### src/rtl/rpt_hw_pkg.sv
// Shared types and helpers for the on-chip report/event logger.
// Encodings of report type, severity and action match the host-side report facility.
package rpt_hw_pkg;

    typedef enum logic [1:0] {
        RPT_INFO    = 2'd0,
        RPT_WARNING = 2'd1,
        RPT_ERROR   = 2'd2,
        RPT_FATAL   = 2'd3
    } report_t;

    typedef enum logic [1:0] {
        SEV_LOW    = 2'd0,
        SEV_MEDIUM = 2'd1,
        SEV_HIGH   = 2'd2,
        SEV_TOP    = 2'd3
    } severity_t;

    // Code 3 is reserved and behaves exactly like LOG.
    typedef enum logic [1:0] {
        ACT_LOG  = 2'd0,
        ACT_STOP = 2'd1,
        ACT_EXIT = 2'd2,
        ACT_RSVD = 2'd3
    } action_t;

    // Decoded control fields of the event currently granted by the arbiter.
    typedef struct packed {
        report_t   typ;
        severity_t sev;
        action_t   act;
    } rpt_rec_t;

    // Increment that holds at max_val instead of wrapping (counters are <= 32 bits).
    function automatic logic [31:0] sat_inc(input logic [31:0] val, input logic [31:0] max_val);
        logic [31:0] res;
        res = (val >= max_val) ? max_val : val + 32'd1;
        return res;
    endfunction

endpackage

### src/rtl/rpt_rr_arb.sv
// Round-robin arbiter over NCH requesters. The grant is combinational from req;
// the pointer moves one past the granted channel and holds when nothing is granted.
module rpt_rr_arb #(
    parameter int NCH = 4,
    localparam int IDX_W = (NCH > 1) ? $clog2(NCH) : 1
) (
    input  logic             clk,
    input  logic             rstn,
    input  logic [NCH-1:0]   req,
    input  logic             en,
    output logic [NCH-1:0]   grant,
    output logic             gnt_vld,
    output logic [IDX_W-1:0] gnt_idx
);

    logic [IDX_W-1:0] ptr_r;
    logic [IDX_W:0]   cand_s;
    logic [IDX_W-1:0] idx_s;
    logic             take_s;

    // Scan from the pointer upward with wrap-around and take the first requester.
    always_comb begin
        gnt_vld = 1'b0;
        gnt_idx = '0;
        cand_s  = '0;
        idx_s   = '0;
        take_s  = 1'b0;
        for (int i = 0; i < NCH; i++) begin
            cand_s  = {1'b0, ptr_r} + (IDX_W+1)'(i);
            idx_s   = (cand_s >= (IDX_W+1)'(NCH)) ? IDX_W'(cand_s - (IDX_W+1)'(NCH)) : IDX_W'(cand_s);
            take_s  = en & ~gnt_vld & req[idx_s];
            gnt_idx = take_s ? idx_s : gnt_idx;
            gnt_vld = gnt_vld | take_s;
        end
        grant = gnt_vld ? (NCH'(1) << gnt_idx) : '0;
    end

    // Advance the pointer past the granted channel; hold it when idle.
    always_ff @(posedge clk or negedge rstn) begin
        if (!rstn) begin
            ptr_r <= '0;
        end else if (gnt_vld) begin
            ptr_r <= (gnt_idx == IDX_W'(NCH - 1)) ? '0 : gnt_idx + IDX_W'(1);
        end else begin
            ptr_r <= ptr_r;
        end
    end

endmodule

### src/rtl/rpt_event_logger.sv
// In-silicon report logger: round-robin collection of events from NCH sources,
// per-type saturating counters, severity filter, record FIFO with drop accounting
// and sticky STOP/EXIT flags. Optional feature macro: RPT_TIMESTAMP_EN adds a
// free-running timestamp to every record and the rd_time port.
module rpt_event_logger
    import rpt_hw_pkg::*;
#(
    parameter int NCH   = 4,
    parameter int MSG_W = 16,
    parameter int DEPTH = 8,
    parameter int CNT_W = 16,
    parameter int TS_W  = 32,
    localparam int SRC_W = (NCH > 1) ? $clog2(NCH) : 1
) (
    input  logic               clk,
    input  logic               rstn,
    input  logic [NCH-1:0]     ev_valid,
    output logic [NCH-1:0]     ev_ready,
    input  logic [2*NCH-1:0]   ev_type,
    input  logic [2*NCH-1:0]   ev_sev,
    input  logic [2*NCH-1:0]   ev_act,
    input  logic [MSG_W*NCH-1:0] ev_msg,
    input  logic [1:0]         svrt_i,
    input  logic               clr_i,
    output logic               rd_valid,
    input  logic               rd_ready,
    output logic [1:0]         rd_type,
    output logic [SRC_W-1:0]   rd_src,
    output logic [MSG_W-1:0]   rd_msg,
`ifdef RPT_TIMESTAMP_EN
    output logic [TS_W-1:0]    rd_time,
`endif
    output logic [CNT_W-1:0]   cnt_info,
    output logic [CNT_W-1:0]   cnt_warn,
    output logic [CNT_W-1:0]   cnt_err,
    output logic [CNT_W-1:0]   cnt_fatal,
    output logic [CNT_W-1:0]   drop_cnt,
    output logic               stop_o,
    output logic               exit_o
);

    localparam int PTR_W = $clog2(DEPTH);
    localparam logic [31:0] CNT_MAX32 = 32'({CNT_W{1'b1}});

    typedef struct packed {
        report_t          typ;
        logic [SRC_W-1:0] src;
        logic [MSG_W-1:0] msg;
`ifdef RPT_TIMESTAMP_EN
        logic [TS_W-1:0]  ts;
`endif
    } rec_t;

    // Clear takes effect first, then this cycle's hit is added with saturation.
    function automatic logic [CNT_W-1:0] cnt_step(input logic [CNT_W-1:0] cur, input logic clr, input logic hit);
        logic [CNT_W-1:0] base;
        base = clr ? '0 : cur;
        return hit ? CNT_W'(sat_inc(32'(base), CNT_MAX32)) : base;
    endfunction

    logic             acc_s;
    logic [SRC_W-1:0] gnt_idx_s;
    rpt_rec_t         sel_s;
    logic             qual_s;
    logic             pop_s;
    logic             full_s;
    logic             push_s;
    logic             drop_s;

    logic [CNT_W-1:0] cnt_r [4];
    logic [CNT_W-1:0] drop_r;
    logic             stop_r;
    logic             exit_r;

    rec_t             mem_r [DEPTH];
    logic [PTR_W-1:0] wr_ptr_r;
    logic [PTR_W-1:0] rd_ptr_r;
    logic [PTR_W-1:0] rd_ptr_nx_s;
    logic [PTR_W:0]   fill_r;
    logic [PTR_W:0]   fill_eff_s;
    logic [PTR_W:0]   fill_nx_s;
    rec_t             rec_in_s;
    rec_t             head_nx_s;
    rec_t             head_r;
    logic             rd_valid_r;

    // Once EXIT is latched the arbiter is disabled, so nothing more is accepted.
    rpt_rr_arb #(.NCH(NCH)) u_arb (
        .clk     (clk),
        .rstn    (rstn),
        .req     (ev_valid),
        .en      (~exit_r),
        .grant   (ev_ready),
        .gnt_vld (acc_s),
        .gnt_idx (gnt_idx_s)
    );

`ifdef RPT_TIMESTAMP_EN
    logic [TS_W-1:0] ts_r;

    // Free-running cycle stamp, wraps naturally.
    always_ff @(posedge clk or negedge rstn) begin
        if (!rstn) begin
            ts_r <= '0;
        end else begin
            ts_r <= ts_r + TS_W'(1);
        end
    end
`endif

    // Decode the granted channel, apply the severity filter and FIFO push/drop decision.
    always_comb begin
        sel_s.typ    = report_t'(ev_type[2*gnt_idx_s +: 2]);
        sel_s.sev    = severity_t'(ev_sev[2*gnt_idx_s +: 2]);
        sel_s.act    = action_t'(ev_act[2*gnt_idx_s +: 2]);
        qual_s       = acc_s && (sel_s.sev >= svrt_i);
        pop_s        = rd_valid_r && rd_ready;
        full_s       = (fill_r == (PTR_W+1)'(DEPTH));
        push_s       = qual_s && (!full_s || pop_s);
        drop_s       = qual_s && !push_s;
        rec_in_s.typ = sel_s.typ;
        rec_in_s.src = gnt_idx_s;
        rec_in_s.msg = ev_msg[MSG_W*gnt_idx_s +: MSG_W];
`ifdef RPT_TIMESTAMP_EN
        rec_in_s.ts  = ts_r;
`endif
    end

    // Next FIFO head: a record pushed into an (effectively) empty FIFO becomes head at once.
    always_comb begin
        rd_ptr_nx_s = pop_s ? rd_ptr_r + PTR_W'(1) : rd_ptr_r;
        fill_eff_s  = fill_r - (PTR_W+1)'(pop_s);
        fill_nx_s   = fill_eff_s + (PTR_W+1)'(push_s);
        if (fill_eff_s == '0) begin
            head_nx_s = push_s ? rec_in_s : '0;
        end else begin
            head_nx_s = mem_r[rd_ptr_nx_s];
        end
    end

    // Type counters, drop counter and sticky flags.
    always_ff @(posedge clk or negedge rstn) begin
        if (!rstn) begin
            for (int t = 0; t < 4; t++) begin
                cnt_r[t] <= '0;
            end
            drop_r <= '0;
            stop_r <= 1'b0;
            exit_r <= 1'b0;
        end else begin
            for (int t = 0; t < 4; t++) begin
                cnt_r[t] <= cnt_step(cnt_r[t], clr_i, acc_s && (sel_s.typ == report_t'(t)));
            end
            drop_r <= cnt_step(drop_r, clr_i, drop_s);
            stop_r <= (stop_r & ~clr_i) | (qual_s && (sel_s.act == ACT_STOP));
            exit_r <= (exit_r & ~clr_i) | (qual_s && (sel_s.act == ACT_EXIT));
        end
    end

    // Record storage; contents are only meaningful between the pointers.
    always_ff @(posedge clk) begin
        if (push_s) begin
            mem_r[wr_ptr_r] <= rec_in_s;
        end
    end

    // FIFO pointers, fill level and registered head outputs.
    always_ff @(posedge clk or negedge rstn) begin
        if (!rstn) begin
            wr_ptr_r   <= '0;
            rd_ptr_r   <= '0;
            fill_r     <= '0;
            rd_valid_r <= 1'b0;
            head_r     <= '0;
        end else begin
            wr_ptr_r   <= push_s ? wr_ptr_r + PTR_W'(1) : wr_ptr_r;
            rd_ptr_r   <= rd_ptr_nx_s;
            fill_r     <= fill_nx_s;
            rd_valid_r <= (fill_nx_s != '0);
            head_r     <= head_nx_s;
        end
    end

    assign rd_valid  = rd_valid_r;
    assign rd_type   = head_r.typ;
    assign rd_src    = head_r.src;
    assign rd_msg    = head_r.msg;
`ifdef RPT_TIMESTAMP_EN
    assign rd_time   = head_r.ts;
`endif
    assign cnt_info  = cnt_r[0];
    assign cnt_warn  = cnt_r[1];
    assign cnt_err   = cnt_r[2];
    assign cnt_fatal = cnt_r[3];
    assign drop_cnt  = drop_r;
    assign stop_o    = stop_r;
    assign exit_o    = exit_r;

endmodule

### config.mk
export PLATFORM = sky130hd
export DESIGN_NAME = rpt_event_logger
export DESIGN_NICKNAME = d
export VERILOG_FILES = /design/src/rtl/rpt_hw_pkg.sv /design/src/rtl/rpt_rr_arb.sv /design/src/rtl/rpt_event_logger.sv
export SDC_FILE = /design/constraint.sdc
export NUM_CORES = 1
export LEC_CHECK = 0
export ABC_CLOCK_PERIOD_IN_PS = 8880
export CAP_MARGIN = 20
export CELL_PAD_IN_SITES_DETAIL_PLACEMENT = 1
export CELL_PAD_IN_SITES_GLOBAL_PLACEMENT = 1
export CORE_MARGIN = 2
export CORE_UTILIZATION = 30
export DETAILED_ROUTE_END_ITERATION = 7
export PLACE_DENSITY = 0.69
export SLEW_MARGIN = 30
export SYNTH_ARGS = -nofsm -noshare
export SYNTH_HDL_FRONTEND = slang
export SYNTH_HIERARCHICAL = 1
export SYNTH_SLANG_ARGS = --single-unit
### constraint.sdc
create_clock -name clk -period 8.88 [get_ports clk]
set_input_delay 1.332 -clock clk [delete_from_list [all_inputs] [get_ports clk]]
set_output_delay 1.332 -clock clk [all_outputs]
set_load 0.05 [all_outputs]
* After elaboration in Yosys (flattened, before gate mapping)
Memories as Yosys holds them, arrays and structs flattened.
Cells that the tools add are included.
** Storage, ports and cells
- Bits in registers :: 115
- Bits in latches :: 0
- RAM bits :: 160
- Memory bits (read-only) :: 0
- Input port bits :: 98
- Output and inout bits :: 107
- Word-level logic and storage cells :: 132
- Memories :: 1
** Operators by class
- Add/subtract/negate cells :: 17
- Multipliers :: 0
- Divide/modulo/power cells :: 0
- Magnitude comparators :: 14
- Equal/unequal tests :: 7
- Shift operators :: 5
- Multiplexer cells :: 38
- Bitwise operators :: 19
- Reduce and logical (&&, ||, !) cells :: 16
** Memories
- mem_r :: words 8, width 20, read ports 1, clocked after memory_dff 0, wr ports 1, RTL line rpt_event_logger.sv:75 : rec_t mem_r [DEPTH];
** Operators with widths (number)
- 16-bit two-way mux :: 15
- 16-bit by 1-bit adder with 16-bit output (second input constant) :: 5
- 16-bit greater-or-equal comparator (second input constant) :: 5
- 64-bit by 7-bit variable part select with 16-bit output :: 1
- 20-bit two-way mux :: 2
- 8-bit by 4-bit variable part select with 2-bit output :: 3
- 2-bit two-way mux :: 9
- 2-bit by 3-bit less-than comparator with 1-bit output (second input constant) :: 4
- 1-bit logical AND :: 10
- 1-bit AND :: 9
- 3-bit greater-or-equal comparator (second input constant) :: 3
- 1-bit binary-select mux with 2-bit select :: 4
- 2-bit equality test (second input constant) :: 4
- 2-bit by 1-bit subtractor with 2-bit output (second input constant) :: 4
- 2-bit by 2-bit adder with 3-bit output (second input constant) :: 2
- 3-bit by 1-bit adder with 3-bit output (second input constant) :: 2
- 1-bit two-way mux :: 6
- 1-bit inverter :: 5
- 1-bit bitwise OR :: 5
- 4-bit by 1-bit adder with 4-bit output :: 1
- 2-bit by 1-bit equality test with 1-bit output (second input constant) :: 2
- 4-bit equality test (second input constant) :: 1
- 4-bit logical NOT :: 1
- 4-bit two-way mux :: 1
- 11 further kinds :: 12

* Logic depth before layout (Yosys ltp)
Gate-level depths: netlist (run 1).
- Depth after elaboration :: 24
- Mapped depth :: 22
- Gate-level depth less buffers :: 19

* Hierarchy
The synthesis (run 1) kept the hierarchy.
** Modules (own cells, without submodules)
- rpt_event_logger :: instances 1, cells an instance 1135, area an instance 13973.4 um^2, seq. area each 7632.3 um^2
- rpt_rr_arb :: instances 1, cells an instance 54, area an instance 480.5 um^2, seq. area each 50.0 um^2

* Worst setup path before layout (run 1)
Ideal clock, no wire load.
- Path type :: input to register
- From :: in ev_valid[1]
- To :: mem mem_r[2][0] in the netlist's numbering, enable pin
- Library setup time :: 0.455 ns
- Arrival :: 6.913 ns
- Path slack :: 1.511 ns
- Stages on the path :: 13
- Path buffers :: 3
- Path through :: or3b_1 > a32o_1 > or2_1 > o211ai_1 > buf_2 > buf_4 > buf_2 > mux4_2 > ha_1 > a21oi_1 > nor2b_1 > nand2_1 > nor4b_1
** On the way
- Cells in the longest elaborated chain, start to end :: 21
- Elaborated cells between the ends (all ways) :: 31
- Those cells by class :: order compare (1); shift (1); mux (14); bitwise (13); reduce/logical (2)
** Ends and longest elaborated chain
- start: declaration :: RTL line rpt_event_logger.sv:17 : input logic [NCH-1:0] ev_valid,
- 1-bit binary-select mux with 2-bit select :: RTL line rpt_rr_arb.sv:31 : take_s = en & ~gnt_vld & req[idx_s];
- 1-bit two-way mux (not written as such) :: RTL line rpt_rr_arb.sv:31
- 1-bit AND :: RTL line rpt_rr_arb.sv:31
- 1-bit inverter :: RTL line rpt_rr_arb.sv:31
- 1-bit AND (2 in series) :: RTL line rpt_rr_arb.sv:31
- 1-bit bitwise OR :: RTL line rpt_rr_arb.sv:33 : gnt_vld = gnt_vld | take_s;
- 1-bit inverter :: RTL line rpt_rr_arb.sv:31
- 1-bit AND (2 in series) :: RTL line rpt_rr_arb.sv:31
- [... 4 more ...]
- 2-bit two-way mux (*) :: RTL line rpt_rr_arb.sv:32 : gnt_idx = take_s ? idx_s : gnt_idx;
- net gnt_idx_s[0] :: RTL line rpt_event_logger.sv:62 : logic [SRC_W-1:0] gnt_idx_s;
- 8-bit by 4-bit variable part select with 2-bit output (*) :: RTL line rpt_event_logger.sv:114 : sel_s.sev = severity_t'(ev_sev[2*gnt_idx_s +: 2]);
- 2-bit greater-or-equal comparator (*) :: RTL line rpt_event_logger.sv:116 : qual_s = acc_s && (sel_s.sev >= svrt_i);
- 1-bit logical AND (*) :: RTL line rpt_event_logger.sv:116
- 1-bit logical AND (*) :: RTL line rpt_event_logger.sv:119 : push_s = qual_s && (!full_s || pop_s);
- 1-bit two-way mux (*) :: RTL line rpt_event_logger.sv:162 : if (push_s) begin
- 1-bit two-way mux (not written as such) (*) :: RTL line rpt_event_logger.sv:163 : mem_r[wr_ptr_r] <= rec_in_s;
- end: declaration :: RTL line rpt_event_logger.sv:75
Mark *: on every way through the listed nets, which the timed path passes. The rest lies on a longest branch. The select of a mux whose other input is x is not followed.

* Worst setup path after layout (run 1)
- From :: in ev_valid[2]
- To :: reg rd_valid_r (netlist: rd_valid)
** On the way
- Cells in the longest elaborated chain, start to end :: 21
- Elaborated cells between the ends (all ways) :: 31
- Those cells by class :: add/sub (1); order compare (1); shift (1); mux (12); bitwise (13); reduce/logical (3)
** Ends and longest elaborated chain
- 1-bit binary-select mux with 2-bit select :: RTL line rpt_rr_arb.sv:31
- 1-bit two-way mux (not written as such) :: RTL line rpt_rr_arb.sv:31
- 1-bit AND :: RTL line rpt_rr_arb.sv:31
- 1-bit inverter :: RTL line rpt_rr_arb.sv:31
- 1-bit AND (2 in series) :: RTL line rpt_rr_arb.sv:31
- 1-bit bitwise OR :: RTL line rpt_rr_arb.sv:33
- 1-bit inverter :: RTL line rpt_rr_arb.sv:31
- 1-bit AND (2 in series) :: RTL line rpt_rr_arb.sv:31
- [... 5 more ...]
- net gnt_idx_s[0] :: RTL line rpt_event_logger.sv:62
- 8-bit by 4-bit variable part select with 2-bit output (*) :: RTL line rpt_event_logger.sv:114
- 2-bit greater-or-equal comparator (*) :: RTL line rpt_event_logger.sv:116
- 1-bit logical AND (*) :: RTL line rpt_event_logger.sv:116
- 1-bit logical AND (*) :: RTL line rpt_event_logger.sv:119
- net push_s :: RTL line rpt_event_logger.sv:67 : logic push_s;
- 4-bit by 1-bit adder with 4-bit output (*) :: RTL line rpt_event_logger.sv:133 : fill_nx_s = fill_eff_s + (PTR_W+1)'(push_s);
- net fill_nx_s[3] :: RTL line rpt_event_logger.sv:81 : logic [PTR_W:0] fill_nx_s;
- 4-bit nonzero test (*) :: RTL line rpt_event_logger.sv:179 : rd_valid_r <= (fill_nx_s != '0);
- end signal: assignment :: RTL line rpt_event_logger.sv:179
- end: declaration :: RTL line rpt_event_logger.sv:85 : logic rd_valid_r;
Marks and branches as above.
A chain may end at the register's enable or synchronous reset.

==> impl_metrics.csv, run 1 <==
group,metric,value,unit
job,max-cap-violations,0,
global_route,grt_pass1_vias,11592,
critical_path,reg2reg_slack,3.21,ns
route,routed_wl,44000,um
place,place.port_buffers,204,
clocking,clk_pin_slew,0.06,ns
cells_and_area,fin_nets,1494,
critical_path,cp.depth,21,
route,drt-initial-drc-count,687,
yosys,yosysTopAreaCellShare,33.2,%
clocking,ctsHtreeMaxLevel,1,
critical_path,cp.arrival,6.89,ns
worst_hold_path,whs_path_depth,1,
critical_path,critPathBufInv,5,
critical_path,max_stage_delay,0.61,ns
clocking,cts_sinks,275,
floorplan,die_area,50000,um2
clocking,cts_buffers,31,
route,dr_total_vias,10772,
timing,worst_slack,2.43,ns
timing,setup_viol,0,
floorplan,dieHeight,224,um
clocking,cts_buffer_depth,3,
cells_and_area,antenna_cells,0,
critical_path,worstPathCellList,"clkdlybuf4s50_1 > or3b_1 > a32o_1 > or2_1 > o211ai_1 > buf_4 > mux4_2 > inv_1 > ha_1 > nand2b_1 > a21oi_1 > buf_4 > nor2b_1 > nand2_1 > inv_2 > ha_1 > nand3b_1 > xnor2_1 > o21ai_1 > xnor2_1 > or4_1",
yosys,yosysWarnings,6,
floorplan,placementRows,80,
floorplan,start_util,30.3,%
cells_and_area,final_cells,2019,
yosys,synth_edf_count,160,
timing,finalHoldViolCount,0,
place,place_ws,1.74,ns
yosys,syn_inst,1189,
floorplan,die_width,224,um
cells_and_area,area_growth,25.9,%
route,dr.pass1.iters,7,
critical_path,cpMaxStageDelayCell,"clkdlybuf4s50_1",
route,wl_per_cell,21.8,um
place,postPlaceCellArea,17200,um2
critical_path,path_delay_family,"simple AND/OR/NAND/NOR gates",
cells_and_area,final_area,18200,um2
timing,period_needed,6.45,ns
yosys,async_reset_ff_share,41.8,%
yosys,syn_avg_cell_area,12.2,um2
clocking,clkLatencyLatePin,0.58,ns
critical_path,startpoint_type,"primary input",
cells_and_area,fillerInstances,5155,
power,p_leak,0.00694,uW
timing,whs,0.510,ns
global_route,antenna_found_initial,5,
route,drcViolationCount,0,
timing,finalMaxSlewViolations,0,
route,vias_per_cell,5.34,
place,dp.cells,1961,
critical_path,crit_type,"primary input to flip-flop",
yosys,yosys.area.top_type,"edfxtp_1",
clocking,cts-root-buf,"clkbuf_16",
timing,fin_tns_setup,0,ns
timing,fmax,155,MHz
global_route,grt_max_degree,68,
yosys,synth_seq_cells,275,
clocking,post_cts_resized,0,
critical_path,r2r_cells,20,
yosys,synth.most_common_cell,"edfxtp_1",
clocking,cts_tree,"built",
place,dp_hpwl,29400,um
clocking,holdBufCountCts,0,
yosys,netlist_top_cells_area,"edfxtp_1, dfrtp_1, mux2i_1",
critical_path,crit_fanout,17,
global_route,overflow,0,
timing,finalClockSkew,0.00946,ns
route,ant_nets,0,
power,power_density,364,nW/um2
yosys,yosysUniqueCellTypes,84,
power,ir_worst_vdd,0.198,mV
clocking,post_cts_buffers,0,
yosys,synthTopCellsByCount,"edfxtp_1, dfrtp_1, mux2i_1, nand2_1, nor2_1",
yosys,netlist_area,14500,um2
place,place.gp.congestion,0.805,
timing,max_slew_margin,32.6,%
critical_path,worstPathRequired,9.32,ns
yosys,synth-seq-area-share,53.2,%
worst_hold_path,worst_hold_path_type,"flip-flop to flip-flop",
yosys,yosys_most_used_dff,"edfxtp_1",
timing,finalCritPeriodShare,72.6,%
critical_path,worstSetupEndpointType,"flip-flop",
global_route,grt_pass1_wl,68600,um
cells_and_area,drive_above_1_share,11.5,%
yosys,syn_nets,1304,
floorplan,ios,205,
outcome,outcome,"complete, no violations",
timing,worst_pin_slew,1.01,ns
global_route,grtUsageTotal,17.6,%
timing,rsz0062_at_grt,"false",
floorplan,coreArea,47600,um2
## cells in the final DEF, fill, tap and decap left out, drive strengths merged, types with 7 or more instances in the layout
cell           netlist  layout
nor4b               10      10
nor3b                7       7
buf                 40      27
nor4                 8       8
nand2b              10      10
nand4               28      28
xnor2               37      37
mux4                41      41
dfrtp              115     115
nand4b               7       7
nor2                69      69
mux2i              111     111
clkinv               0      10
nor2b               45      45
o22ai               23      23
o21ai               28      28
nor3                24      24
mux2                 9       9
ha                  17      17
a2111o              19      19
nand2              100     100
xor2                22      22
o221ai              21      21
clkbuf              32      46
nand3               50      50
and3                17      17
nand3b               7       7
edfxtp             160     160
inv                 42      43
and2                12      12
a21oi               11      11
clkdlybuf4s50        0     202
## cell families (layout without fill, tap and decap cells)
logic type      Yosys count  in the layout  synth area share [%]
fa+ha+maj                17             17                  1.47
buf+inv                 114            329                  3.42
xor+xnor                 59             59                  3.58
simple gates            417            417                  15.6
compound gates          146            146                  7.88
flops                   275            275                  53.2
mux                     161            161                  14.9
## flip-flops by register name, indices dropped and copies added (netlist names)
signal and count:
exit_o 1, mem_r 160, cnt_info 16, cnt_warn 16
rd_msg 16, rd_ptr_r 3, rd_valid 1, wr_ptr_r 3
fill_r 4, rd_src 2, stop_o 1, cnt_err 16
rd_type 2, drop_cnt 16, u_arb/ptr_r 2, cnt_fatal 16
## worst reg2reg max path, stage by stage, from the launching register on
cell      delay [ns]
dfrtp_1         0.55
or3b_1          0.45
a32o_1          0.31
or2_1           0.30
o211ai_1        0.44
buf_4           0.43
mux4_2          0.54
inv_1           0.07
ha_1            0.21
nand2b_1        0.14
a21oi_1         0.17
buf_4           0.23
nor2b_1         0.11
nand2_1         0.25
inv_2           0.14
ha_1            0.26
nand3b_1        0.11
xnor2_1         0.12
o21ai_1         0.08
xnor2_1         0.14
or4_1           0.49
## layout make-up
type / instances / area [um2] / share of cell area [%]
sequential: 275 / 7680 / 42.2
multi-input combinational: 800 / 6340 / 34.8
timing repair buffer: 229 / 2270 / 12.5
clock buffer: 46 / 882 / 4.85
tap: 615 / 769 / 4.23
inverter: 42 / 158 / 0.866
clock inverter: 12 / 98.8 / 0.543
## metal layers
| metal | track usage, % | vias up | wire [um] |
|---|---|---|---|
| li1 | - | 4851 | - |
| met1 | 22.5 | 5529 | 18700 |
| met2 | 30.5 | 317 | 21500 |
| met3 | 3.63 | 69 | 2730 |
| met4 | 4.22 | 6 | 989 |
| met5 | 0 | - | 37 |
## power breakdown
| part | switching, uW | leakage [uW] | internal (uW) |
|---|---|---|---|
| clock | 536 | 0.000490 | 716 |
| sequential | 194 | 0.00298 | 1900 |
| combinational | 2070 | 0.00348 | 1210 |
| total | 2800 | 0.00694 | 3820 |
## final timing paths
check / start / endpoint
max: ev_valid[2] / rd_valid$_DFF_PN0_
max reg2reg: u_arb/ptr_r[1]$_DFFE_PN0P_ / rd_valid$_DFF_PN0_
min reg2reg: stop_o$_DFF_PN0_ / stop_o$_DFF_PN0_
max in group asynchronous: rstn / drop_cnt[14]$_DFF_PN0_
min: stop_o$_DFF_PN0_ / stop_o$_DFF_PN0_
min in group asynchronous: rstn / cnt_err[15]$_DFF_PN0_
## per-stage QoR
| step | util, % | power [uW] |
|---|---|---|
| global placement | 36.0 | 5300 |
| detailed placement | 36.1 | 5450 |
| floorplan | - | 4280 |
| finish | 38.2 | 6630 |
| CTS | 38.2 | 6720 |
| global route | 38.2 | 7000 |
Note: power is estimated with default switching activity, not from simulation.
==> inputs of run 2 (changes only) <==
--- a/config.mk
+++ b/config.mk
@@ -5,7 +5,7 @@
 export SDC_FILE = /design/constraint.sdc
 export NUM_CORES = 1
 export LEC_CHECK = 0
-export ABC_CLOCK_PERIOD_IN_PS = 8880
+export ABC_CLOCK_PERIOD_IN_PS = 6090
 export CAP_MARGIN = 20
 export CELL_PAD_IN_SITES_DETAIL_PLACEMENT = 1
 export CELL_PAD_IN_SITES_GLOBAL_PLACEMENT = 1
==> constraint.sdc (replaced) <==
create_clock -name clk -period 6.09 [get_ports clk]
set_input_delay 0.9135 -clock clk [delete_from_list [all_inputs] [get_ports clk]]
set_output_delay 0.9135 -clock clk [all_outputs]
set_load 0.05 [all_outputs]
==> run 2 against run 1 <==
Net effect: worst hold slack lost 0.13 ns; largest cell class unchanged; non-clock buffer count grew 13; final area grew 0.43%; global-route usage is essentially flat; via count grew 0.66%; critical path depth shrank 12; utilization grew 0.17 points.
==> impl_metrics.csv, run 2 (synthesis results as in run 1) <==
group,metric,value,unit
clocking,cts_buffers,31,
route,dr.pass1.iters,5,
global_route,antenna_found_initial,0,
place,place.port_buffers,204,
outcome,outcome,"complete, no violations",
global_route,grt_max_degree,64,
place,place.gp.congestion,0.805,
clocking,cts-root-buf,"clkbuf_16",
critical_path,r2r_cells,18,
clocking,ctsHtreeMaxLevel,1,
critical_path,r2r_start,"u_arb/ptr_r[1]$_DFFE_PN0P_",
clocking,post_cts_resized,0,
power,p_leak,0.00700,uW
timing,rsz0062_at_grt,"false",
timing,finalMaxSlewViolations,0,
route,dr_total_vias,10843,
floorplan,start_util,30.3,%
floorplan,coreArea,47600,um2
power,combPwrFrac,50.5,%
floorplan,die_area,50000,um2
critical_path,startpoint,"ev_valid[2]",
timing,finalCritPeriodShare,90.0,%
clocking,holdBufCountCts,0,
timing,fmax,182,MHz
route,wl_per_cell,21.8,um
global_route,overflow,0,
route,vias_per_cell,5.34,
timing,worst_pin_slew,1.01,ns
power,ir_worst_vdd,0.271,mV
clocking,clk_pin_slew,0.06,ns
global_route,grt_pass1_wl,69500,um
route,drt-initial-drc-count,643,
timing,fin_tns_setup,0,ns
timing,finalClockSkew,0.0131,ns
floorplan,die_width,224,um
power,power_switching,4100,uW
cells_and_area,final_area,18300,um2
timing,setup_viol,0,
global_route,grt_pass1_vias,11766,
cells_and_area,regArea,7680,um2
timing,finalHoldViolCount,0,
timing,period_needed,5.48,ns
power,p_clk_share,18.1,%
clocking,cts_sinks,275,
global_route,grtUsageTotal,17.7,%
critical_path,cp_common_cell,"clkdlybuf4s50_1",
critical_path,cpMaxStageDelayCell,"clkdlybuf4s50_1",
power,swShare,42.4,%
floorplan,ios,205,
place,postPlaceCellArea,17300,um2
timing,max_slew_margin,32.8,%
critical_path,critPathBufInv,3,
cells_and_area,drive_above_1_share,12.1,%
clocking,post_cts_buffers,0,
critical_path,cp.depth,9,
job,max-cap-violations,0,
critical_path,path_delay_family,"buffers and inverters",
cells_and_area,fin_nets,1507,
critical_path,r2r_end,"rd_valid$_DFF_PN0_",
critical_path,endpoint,"ev_ready[3]",
cells_and_area,fillerInstances,5139,
cells_and_area,multi_input_area,6370,um2
cells_and_area,area_growth,26.5,%
cells_and_area,largest_register_ffs,160,
critical_path,startpoint_type,"primary input",
power,seqPwrFrac,31.4,%
route,routed_wl,44400,um
critical_path,max_stage_delay,0.79,ns
critical_path,crit_type,"primary input to output port",
floorplan,placementRows,80,
critical_path,worstPathRequired,5.18,ns
place,dp_hpwl,29900,um
route,drcViolationCount,0,
critical_path,crit_fanout,23,
cells_and_area,mostFrequentLayoutCell,"clkdlybuf4s50_1",
critical_path,worstPathCellList,"clkdlybuf4s50_1 > or3b_1 > a32o_1 > or2_1 > o211ai_1 > buf_4 > ha_1 > and2_2 > clkdlybuf4s50_1",
clocking,clkLatencyLatePin,0.56,ns
critical_path,worstSetupEndpointType,"output port",
cells_and_area,regMostFlops,"mem_r",
power,intPower,5570,uW
cells_and_area,antenna_cells,0,
route,ant_nets,0,
cells_and_area,layout_common_cells,"clkdlybuf4s50_1, edfxtp_1, dfrtp_1",
worst_hold_path,worst_hold_path_type,"primary input to async pin",
critical_path,cp.arrival,4.57,ns
power,power_density,529,nW/um2
floorplan,dieHeight,224,um
clocking,cts_tree,"built",
clocking,cts_buffer_depth,3,
critical_path,reg2reg_slack,1.07,ns
## run 2: cell count changes in the layout (fill, tap and decap cells not counted), sizes merged
cell | before | now
buf | 27 | 40
clkinv | 10 | 12
clkbuf | 46 | 45
bufinv | 1 | 0
## run 2: worst min-delay path by stage
stage	startpoint	end	slack (ns)	cells after the start
2_1_floorplan	rd_ptr_r[2]$_DFF_PN0_	rd_ptr_r[2]$_DFF_PN0_	0.46	1
3_3_place_gp	rd_ptr_r[2]$_DFF_PN0_	rd_ptr_r[2]$_DFF_PN0_	0.48	1
3_5_place_dp	stop_o$_DFF_PN0_	stop_o$_DFF_PN0_	0.50	1
4_1_cts	rstn	cnt_err[12]$_DFF_PN0_	0.40	1
5_1_grt	rstn	cnt_err[12]$_DFF_PN0_	0.40	1
6_report	rstn	cnt_err[12]$_DFF_PN0_	0.38	1
## run 2: layer usage
| layer | track usage (%) | share of wire, % | up-vias |
|---|---|---|---|
| li1 | - | - | 4885 |
| met1 | 23.9 | 44 | 5586 |
| met2 | 29.8 | 48 | 311 |
| met3 | 2.84 | 5.2 | 61 |
| met4 | 3.91 | 2.1 | 0 |
| met5 | 0 | 0 | - |
## run 2: final cells by class
class	instances	share of cell area [%]
Sequential cell	275	42.0
Multi-Input combinational cell	800	34.9
Timing Repair Buffer	242	12.9
Clock buffer	45	4.75
Tap cell	615	4.21
Inverter	42	0.863
Clock inverter	13	0.356
## run 2: power by group through the flow
stage	clock network [uW]	registers, uW	logic (uW)
detailed placement	0	3070	4920
global route	1860	3080	5260
finish	1750	3040	4880
floorplan	0	3290	2970
CTS	1790	3040	4950
global placement	0	3050	4770
## run 2: metrics by stage
stage	power, uW	setup WS [ns]	cells	hold slack [ns]	utilization (%)
after global routing	10200	0.346	2032	0.404	38.4
after global placement	7810	0.309	1974	0.482	36.4
after CTS	9770	0.576	2032	0.403	38.4
final	9670	0.610	2032	0.379	38.4
after detailed placement	7990	0.126	1974	0.500	36.4
after floorplan	6260	0.0866	1189	0.463	-
==> inputs of run 3 (changes only) <==
--- a/config.mk
+++ b/config.mk
@@ -5,14 +5,14 @@
 export SDC_FILE = /design/constraint.sdc
 export NUM_CORES = 1
 export LEC_CHECK = 0
-export ABC_CLOCK_PERIOD_IN_PS = 6090
+export ABC_CLOCK_PERIOD_IN_PS = 4400
 export CAP_MARGIN = 20
 export CELL_PAD_IN_SITES_DETAIL_PLACEMENT = 1
 export CELL_PAD_IN_SITES_GLOBAL_PLACEMENT = 1
 export CORE_MARGIN = 2
 export CORE_UTILIZATION = 30
 export DETAILED_ROUTE_END_ITERATION = 7
-export PLACE_DENSITY = 0.69
+export PLACE_DENSITY = 0.71
 export SLEW_MARGIN = 30
 export SYNTH_ARGS = -nofsm -noshare
 export SYNTH_HDL_FRONTEND = slang
==> constraint.sdc (replaced) <==
create_clock -name clk -period 4.4 [get_ports clk]
set_input_delay 0.66 -clock clk [delete_from_list [all_inputs] [get_ports clk]]
set_output_delay 0.66 -clock clk [all_outputs]
set_load 0.05 [all_outputs]
==> run 3 against run 2 <==
Net effect: final area increased by 3.8%; register-to-register slack got worse by 0.87 ns; die area unchanged; sequential cell count unchanged; clock-buffer cell count increased by 5.
==> impl_metrics.csv, run 3 (synthesis results as in run 1) <==
group,metric,value,unit
cells_and_area,layout_common_cells,"clkdlybuf4s50_1, edfxtp_1, dfrtp_1",
critical_path,worstPathRequired,4.82,ns
place,place_ws,-0.641,ns
critical_path,cp.arrival,4.62,ns
route,drcViolationCount,0,
global_route,grt_max_degree,88,
critical_path,crit_fanout,4,
timing,rsz0062_at_grt,"false",
cells_and_area,regMostFlops,"mem_r",
timing,worst_slack,0.201,ns
global_route,antenna_found_initial,0,
clocking,cts_buffers,34,
floorplan,coreArea,47600,um2
power,swShare,41.5,%
power,intPower,8300,uW
clocking,cts_tree,"built",
cells_and_area,mostFrequentLayoutCell,"clkdlybuf4s50_1",
power,p_clk_share,18.6,%
floorplan,start_util,30.3,%
clocking,clk_pin_slew,0.06,ns
place,place.gp.congestion,0.822,
timing,setup_viol,0,
route,dr_total_vias,11043,
timing,finalHoldViolCount,0,
route,drt-initial-drc-count,593,
route,wl_per_cell,21.4,um
floorplan,placementRows,80,
cells_and_area,largest_register_ffs,160,
cells_and_area,antenna_cells,0,
timing,finalMaxSlewViolations,0,
cells_and_area,fin_nets,1555,
cells_and_area,multi_input_area,6480,um2
worst_hold_path,worst_hold_path_type,"primary input to async pin",
cells_and_area,fillerInstances,5070,
timing,worst_pin_slew,0.772,ns
timing,max_slew_margin,48.5,%
job,max-cap-violations,0,
critical_path,crit_type,"flip-flop to flip-flop",
critical_path,worstSetupEndpointType,"flip-flop",
clocking,cts_sinks,275,
power,ir_worst_vdd,0.455,mV
route,dr.pass1.iters,5,
cells_and_area,area_growth,31.3,%
power,power_switching,5900,uW
cells_and_area,drive_above_1_share,15.8,%
route,vias_per_cell,5.31,
global_route,grtUsageTotal,17.6,%
timing,finalCritPeriodShare,95.4,%
power,p_leak,0.00737,uW
critical_path,r2r_start,"u_arb/ptr_r[1]$_DFFE_PN0P_",
cells_and_area,fin_util,39.8,%
place,place.port_buffers,204,
clocking,cts-root-buf,"clkbuf_16",
timing,fmax,238,MHz
global_route,grt_pass1_vias,11901,
critical_path,startpoint_type,"flip-flop",
clocking,cts_buffer_depth,3,
critical_path,startpoint,"u_arb/ptr_r[1]$_DFFE_PN0P_",
place,dp_hpwl,30600,um
clocking,clkLatencyLatePin,0.55,ns
cells_and_area,regArea,7680,um2
floorplan,die_area,50000,um2
route,ant_nets,0,
power,seqPwrFrac,29.3,%
global_route,overflow,0,
floorplan,dieHeight,224,um
power,power_density,749,nW/um2
timing,finalClockSkew,0.0217,ns
global_route,grt_pass1_wl,68600,um
outcome,outcome,"complete, no violations",
timing,period_needed,4.20,ns
route,routed_wl,44600,um
clocking,ctsHtreeMaxLevel,2,
floorplan,die_width,224,um
floorplan,ios,205,
power,combPwrFrac,52.2,%
==> run 3: changes by cell type in the layout (fill, tap and decap cells not counted), moves of 3 or more <==
cell	change
buf_4	+38
buf_12	+10
clkdlybuf4s50_1	-8
clkinv_2	-5
dlymetal6s2s_1	+4
clkbuf_16	+3
==> run 3: repair_timing <==
action,4_1_cts,5_1_grt
gates resized for setup,1,12
setup endpoints to repair,1,31
hold endpoints to repair,0,0
hold buffers,0,0
pin swaps,1,5
buffers inserted,1,1
==> run 3: power groups by stage <==
stage          registers, uW  clock network (uW)  logic (uW)
4_1_cts                 4160                2710        7460
2_1_floorplan           4560                   0        4340
3_3_place_gp            4170                   0        7130
6_report                4160                2640        7410
3_5_place_dp            4210                   0        7390
5_1_grt                 4210                2810        7980
==> run 3: final timing paths <==
kind                                               to  slack, ns  cells after the start
worst max-delay path               rd_valid$_DFF_PN0_       0.20                     19
min in group clk                rd_ptr_r[2]$_DFF_PN0_       0.53                      1
worst min register to register  rd_ptr_r[2]$_DFF_PN0_       0.53                      1
max in group asynchronous       cnt_info[6]$_DFF_PN0_       3.37                      2
worst max register to register     rd_valid$_DFF_PN0_       0.20                     19
worst min-delay path              rd_msg[6]$_DFF_PN0_       0.07                      1
==> run 3: metal layers <==
layer / wire length, um / share of wire (%) / vias up / GRT usage, %
li1: - / - / 4990 / -
met2: 21900 / 49 / 248 / 30.3
met4: 952 / 2.1 / 0 / 5.08
met5: 0 / 0 / - / 0
met3: 2250 / 5.1 / 59 / 3.44
met1: 19500 / 44 / 5746 / 22.6
==> run 3: final cells by class <==
class                      instances  area share [%]
timing repair buffer             287            14.9
multi-input combinational        800            34.2
tap                              615            4.06
inverter                          42           0.844
clock inverter                    10           0.495
clock buffer                      50            5.01
sequential                       275            40.5
==> run 3: through the flow <==
| step | hold slack, ns | area, um2 | TNS [ns] | cells | power (uW) |
|---|---|---|---|---|---|
| detailed placement | 0.518 | 17900 | -59.10 | 2017 | 11600 |
| floorplan | 0.364 | 14700 | -85.36 | 1189 | 8900 |
| global route | 0.0838 | 19000 | 0 | 2079 | 15000 |
| CTS | 0.0628 | 18900 | 0 | 2078 | 14300 |
| finish | 0.0660 | 19000 | 0 | 2079 | 14200 |
| global placement | 0.504 | 17900 | -38.29 | 2017 | 11300 |
==> run 3: critical path: stages, from the launching register on <==
cell	delay, ns
dfrtp_1	0.40
or3b_4	0.41
a32o_2	0.28
or2_1	0.23
o211ai_1	0.23
buf_4	0.18
mux4_2	0.49
inv_1	0.07
ha_1	0.22
nand2b_4	0.15
a21oi_4	0.19
nor2b_4	0.07
nand2_4	0.08
inv_4	0.04
ha_4	0.15
nand3b_1	0.09
xnor2_1	0.12
o21ai_1	0.08
xnor2_1	0.14
or4_1	0.46
